**config.mk**
```make
export PLATFORM = sky130hd
export DESIGN_NAME = proc_control_fsm
export DESIGN_NICKNAME = d
export VERILOG_FILES = /design/src/rtl/proc_pkg.sv /design/src/rtl/onehot_dec.sv /design/src/rtl/proc_control_fsm.sv
export SDC_FILE = /design/constraint.sdc
export NUM_CORES = 1
export LEC_CHECK = 0
export ABC_AREA = 1
export CORE_MARGIN = 4
export CORE_UTILIZATION = 25
export CTS_CLUSTER_DIAMETER = 80
export DETAILED_ROUTE_END_ITERATION = 12
export GPL_TIMING_DRIVEN = 0
export PLACE_DENSITY = 0.63
export SETUP_SLACK_MARGIN = 0.1
export SLEW_MARGIN = 20
export SYNTH_ARGS = -nofsm -noshare
export SYNTH_HDL_FRONTEND = slang
export SYNTH_SLANG_ARGS = --single-unit
```
**constraint.sdc**
```tcl
create_clock -name Clock -period 1.4 [get_ports Clock]
set_input_delay 0.28 -clock Clock [delete_from_list [all_inputs] [get_ports Clock]]
set_output_delay 0.28 -clock Clock [all_outputs]
set_load 0.02 [all_outputs]
```
**src/rtl/proc_pkg.sv**
```systemverilog
// Shared definitions for the 9-bit bus-based processor: instruction layout,
// opcode and time-step encodings, and field-extraction helpers.
package proc_pkg;

    localparam int INSTR_W   = 9;
    localparam int REG_IDX_W = 3;

    localparam int OPC_MSB = 8;
    localparam int OPC_LSB = 6;
    localparam int X_MSB   = 5;
    localparam int X_LSB   = 3;
    localparam int Y_MSB   = 2;
    localparam int Y_LSB   = 0;

    // Opcodes 100-111 are not listed; they decode as NOP.
    typedef enum logic [2:0] {
        OP_MV  = 3'b000,
        OP_MVI = 3'b001,
        OP_ADD = 3'b010,
        OP_SUB = 3'b011
    } opcode_e;

    typedef enum logic [1:0] {
        T0 = 2'b00,
        T1 = 2'b01,
        T2 = 2'b10,
        T3 = 2'b11
    } tstep_e;

    function automatic logic [2:0] ir_opc(input logic [INSTR_W-1:0] ir);
        return ir[OPC_MSB:OPC_LSB];
    endfunction

    function automatic logic [REG_IDX_W-1:0] ir_x(input logic [INSTR_W-1:0] ir);
        return ir[X_MSB:X_LSB];
    endfunction

    function automatic logic [REG_IDX_W-1:0] ir_y(input logic [INSTR_W-1:0] ir);
        return ir[Y_MSB:Y_LSB];
    endfunction

endpackage

```
**src/rtl/onehot_dec.sv**
```systemverilog
// Index-to-one-hot decoder with enable; indices >= N produce an all-zero output.
module onehot_dec #(
    parameter int N = 8,
    parameter int W = 3
) (
    input  logic         en_i,
    input  logic [W-1:0] idx_i,
    output logic [N-1:0] onehot_o
);

    always_comb begin
        onehot_o = '0;
        for (int i = 0; i < N; i++) begin
            onehot_o[i] = en_i && (int'(idx_i) == i);
        end
    end

endmodule

```
**src/rtl/proc_control_fsm.sv**
```systemverilog
// Control unit for the 9-bit processor: steps T0..T3, decodes IR and drives
// every register load enable and bus-source select of the datapath.
//
// state | meaning
// T0    | idle / fetch: IRin follows Run, advance when Run=1
// T1    | execute mv/mvi/NOP (Done) or load A from Rx for add/sub
// T2    | add/sub: Ry onto bus, G captures A +/- bus
// T3    | add/sub: G written back to Rx (Done)
module proc_control_fsm
    import proc_pkg::*;
#(
    parameter int NREG = 8
) (
    input  logic               Clock,
    input  logic               Resetn,
    input  logic               Run,
    input  logic [INSTR_W-1:0] IR,
    output logic               IRin,
    output logic [NREG-1:0]    Rin,
    output logic [NREG-1:0]    Rout,
    output logic               Ain,
    output logic               Gin,
    output logic               Gout,
    output logic               DINout,
    output logic               AddSub,
    output logic               Done,
    output logic [1:0]         Tstep_state
);

    tstep_e state_q, state_d;

    logic [2:0]           opc;
    logic [REG_IDX_W-1:0] idx_x, idx_y;
    logic                 is_arith;

    logic                 irin_c, ain_c, gin_c, gout_c, dinout_c, addsub_c, done_c;
    logic                 rin_en, rout_en;
    logic [REG_IDX_W-1:0] rout_idx;
    logic [NREG-1:0]      rin_dec, rout_dec;

    assign opc      = ir_opc(IR);
    assign idx_x    = ir_x(IR);
    assign idx_y    = ir_y(IR);
    assign is_arith = (opc == OP_ADD) || (opc == OP_SUB);

    always_ff @(posedge Clock or negedge Resetn) begin
        if (!Resetn) begin
            state_q <= T0;
        end else begin
            state_q <= state_d;
        end
    end

    always_comb begin
        state_d  = T0;
        irin_c   = 1'b0;
        ain_c    = 1'b0;
        gin_c    = 1'b0;
        gout_c   = 1'b0;
        dinout_c = 1'b0;
        addsub_c = 1'b0;
        done_c   = 1'b0;
        rin_en   = 1'b0;
        rout_en  = 1'b0;
        rout_idx = idx_y;

        case (state_q)
            T0: begin
                irin_c  = Run;
                state_d = Run ? T1 : T0;
            end
            T1: begin
                case (opc)
                    OP_MV: begin
                        rout_en = 1'b1;
                        rin_en  = 1'b1;
                        done_c  = 1'b1;
                    end
                    OP_MVI: begin
                        dinout_c = 1'b1;
                        rin_en   = 1'b1;
                        done_c   = 1'b1;
                    end
                    OP_ADD, OP_SUB: begin
                        rout_en  = 1'b1;
                        rout_idx = idx_x;
                        ain_c    = 1'b1;
                        state_d  = T2;
                    end
                    default: done_c = 1'b1;
                endcase
            end
            T2: begin
                if (is_arith) begin
                    rout_en  = 1'b1;
                    gin_c    = 1'b1;
                    addsub_c = (opc == OP_SUB);
                    state_d  = T3;
                end
            end
            T3: begin
                if (is_arith) begin
                    gout_c = 1'b1;
                    rin_en = 1'b1;
                    done_c = 1'b1;
                end
            end
            default: state_d = T0;
        endcase
    end

    onehot_dec #(.N(NREG), .W(REG_IDX_W)) u_rin_dec (
        .en_i     (rin_en),
        .idx_i    (idx_x),
        .onehot_o (rin_dec)
    );

    onehot_dec #(.N(NREG), .W(REG_IDX_W)) u_rout_dec (
        .en_i     (rout_en),
        .idx_i    (rout_idx),
        .onehot_o (rout_dec)
    );

    // T0 drives IRin straight from Run, so outputs are masked while reset is held.
    assign IRin        = Resetn & irin_c;
    assign Rin         = rin_dec & {NREG{Resetn}};
    assign Rout        = rout_dec & {NREG{Resetn}};
    assign Ain         = Resetn & ain_c;
    assign Gin         = Resetn & gin_c;
    assign Gout        = Resetn & gout_c;
    assign DINout      = Resetn & dinout_c;
    assign AddSub      = Resetn & addsub_c;
    assign Done        = Resetn & done_c;
    assign Tstep_state = Resetn ? state_q : T0;

endmodule

```
==> out/metrics.yaml <==
setup_path:
  worstPathRequired_ns: 1.12
  path_max_fanout: 4
  startpoint_type: "flip-flop"
  path_class: "flip-flop to output port"
  end_kind: "output port"
  cp.arrival_ns: 1.69
grt:
  antenna_found_initial: 0
  grt_max_degree: 10
  overflow: 0
  grt_pass1_vias: 806
  grt_first_pass_wirelength_um: 3540
  grt_use_total_pct: 17.3
cts:
  htreeDepth: 1
  path_clk_slew_ns: 0.03
  clock_latency_ns: 0.23
  cts_buffer_depth: 2
  cts_sinks: 2
  cts_buffers: 3
  cts_tree: "built"
  clk_root_buffer_cell: "clkbuf_4"
power:
  p_leak_nw: 0.634
  p_per_area_mw_per_mm2: 415
  p_sw_share_pct: 42.1
  pwr-share-comb_pct: 65.7
  ir_worst_vdd_mv: 0.581
  switching_power_w: 0.000251
  intPower_w: 0.000344
  p_clk_share_pct: 21.6
  seq_power_share_pct: 12.6
floorplanning:
  die_w_um: 51.0
  core_area_mm2: 0.00175
  io_pins: 37
  die_y_um: 51.0
  row_count: 15
  start_util_pct: 26.5
  dieArea_mm2: 0.00260
outcome:
  status: "finished, violations left"
  violations: "setup timing"
synthesis:
  yosysWarnings: 0
  ys_types: 16
  yosysTopAreaCell: "nand2_1"
  synth_top_area_share_pct: 17.9
  synthCells: 85
  synthesis.nets: 102
  yosysSeqAreaShare_pct: 10.8
  synth_seq_cells: 2
  synth.area.top_cells: "nand2_1, nor2_1, ha_1, dfrtp_1, inv_1"
  netlist_area_um2: 462
  synth_area_per_cell_um2: 5.43
sta:
  fin_skew_ns: 0.00235
  max_slew_margin_pct: 80.5
  setup_slack_ns: -0.574
  max_slew.worst_pin.slew_ns: 0.291
  max_freq_ghz: 0.507
  grt_setup_unrepaired: "yes"
  slew_violations: 0
  finalSetupViolations: 24
  hold_viol_final: 0
  min_period_ns: 1.97
  finalCritPeriodShare_pct: 141
layout:
  regMostFlops: "state_q"
  drive_gt1_share_pct: 76.6
  antenna_cells: 0
  finalNetCount: 164
  syn_to_final_growth_pct: 211
  largest_reg_flops: 2
  final_util_pct: 82.2
  top_regs: "state_q x2"
  final_cell_area_mm2: 0.00143
route:
  via_per_inst: 4.57
  vias: 777
  first_iter_violations: 5
  top_layer_used: "met3"
  drt_wl_total_um: 2290
  ant_nets: 0
  dr.pass1.iters: 3
  drc: 0
  routed-wl-met3_um: 120
  met1_length_um: 890
  routedWlPerCell_um: 13.5
  met2_length_um: 1280
run:
  maxCapViolCount: 0
placement:
  place_congestion: 0.730
  dpl_cell_area_mm2: 0.00102
  dp_hpwl_um: 1400
  port_buffers: 35
  place_ws_ns: -1.06
hold_path:
  min_path_type: "input pin to flip-flop"
## cell families after synthesis
logic type | share of synthesized area, %
buf+inv | 13.0
flops | 10.8
simple gates | 55.6
compound gates | 7.05
fa+ha+maj | 13.6
## power groups by stage
stage,Combinational (W),Sequential [W],Clock [W]
after floorplan,0.000146,0.0000728,0
after global placement,0.000222,0.0000762,0
after detailed placement,0.000223,0.0000768,0
after CTS,0.000317,0.0000757,0.000137
after global routing,0.000420,0.0000753,0.000140
final,0.000391,0.0000752,0.000129
## final timing paths
| kind | start | endpoint | slack, ns | cells after the start |
|---|---|---|---|---|
| max | state_q[1]$_DFF_PN0_ | Rin[6] | -0.57 | 9 |
| min | IR[7] | state_q[0]$_DFF_PN0_ | 0.51 | 4 |
| max reg2reg | state_q[1]$_DFF_PN0_ | state_q[1]$_DFF_PN0_ | 0.15 | 6 |
| min reg2reg | state_q[0]$_DFF_PN0_ | state_q[0]$_DFF_PN0_ | 0.83 | 3 |
| max in group asynchronous | Resetn | state_q[0]$_DFF_PN0_ | 0.71 | 2 |
| min in group asynchronous | Resetn | state_q[1]$_DFF_PN0_ | 0.55 | 2 |
## cell usage in the layout, fill, tap and decap left out, drive strengths merged
cell type,n
a21oi,3
buf,47
clkbuf,4
clkdlybuf4s50,8
clkinv,1
dfrtp,2
dlygate4sd2,1
dlygate4sd3,1
ha,5
inv,13
nand2,24
nand3,7
nand4,2
nor2,23
nor3,2
o21ai,2
## Yosys cell counts (all sizes together)
cell and count:
inv 12, nor2 23, nand2 24, nor3 2, buf 1, ha 5, a21oi 3, clkinv 2
nand3 7, nand4 2, dfrtp 2, o21ai 2
## per-layer routing
metal / GRT usage [%] / up-vias
met1: 19.3 / 360
li1: - / 385
met2: 32.8 / 32
met4: 2.69 / 0
met3: 4.66 / 0
met5: 0 / -
## what timing repair did
action | CTS | global route
setup endpoints to repair | 25 | 26
hold endpoints to repair | 0 | 2
hold buffers | 0 | 1
cloned | 0 | 0
gates resized for setup | 158 | 44
pin swaps | 12 | 7
buffers inserted | 18 | 6
## layout make-up
class / count / area (um2)
Inverter: 14 / 55.1
Multi-Input combinational cell: 68 / 686
Sequential cell: 2 / 52.6
Fill cell: 107 / 312
Clock buffer: 3 / 22.5
Buffer: 1 / 7.51
Timing Repair Buffer: 57 / 579
Tap cell: 25 / 31.3
## critical path, stage by stage, from the launching register on
cell and delay (ns):
dfrtp_2 0.41, buf_4 0.14, buf_6 0.12, ha_1 0.18, nand3_2 0.11, nand2_4 0.08
nand3_4 0.10, buf_4 0.14, nor2_4 0.03, buf_4 0.15
## per-stage QoR
stage          hold WS [ns]  setup TNS [ns]  cells  total power, W
5_1_grt               0.522          -12.10    170        0.000635
2_1_floorplan       -0.0156           -1.57     85        0.000218
3_3_place_gp          0.580          -22.50    145        0.000299
3_5_place_dp          0.585          -22.76    145        0.000300
6_report              0.514          -10.47    170        0.000595
4_1_cts              0.0422           -9.96    166        0.000530
Note: power is estimated with default switching activity, not from simulation.
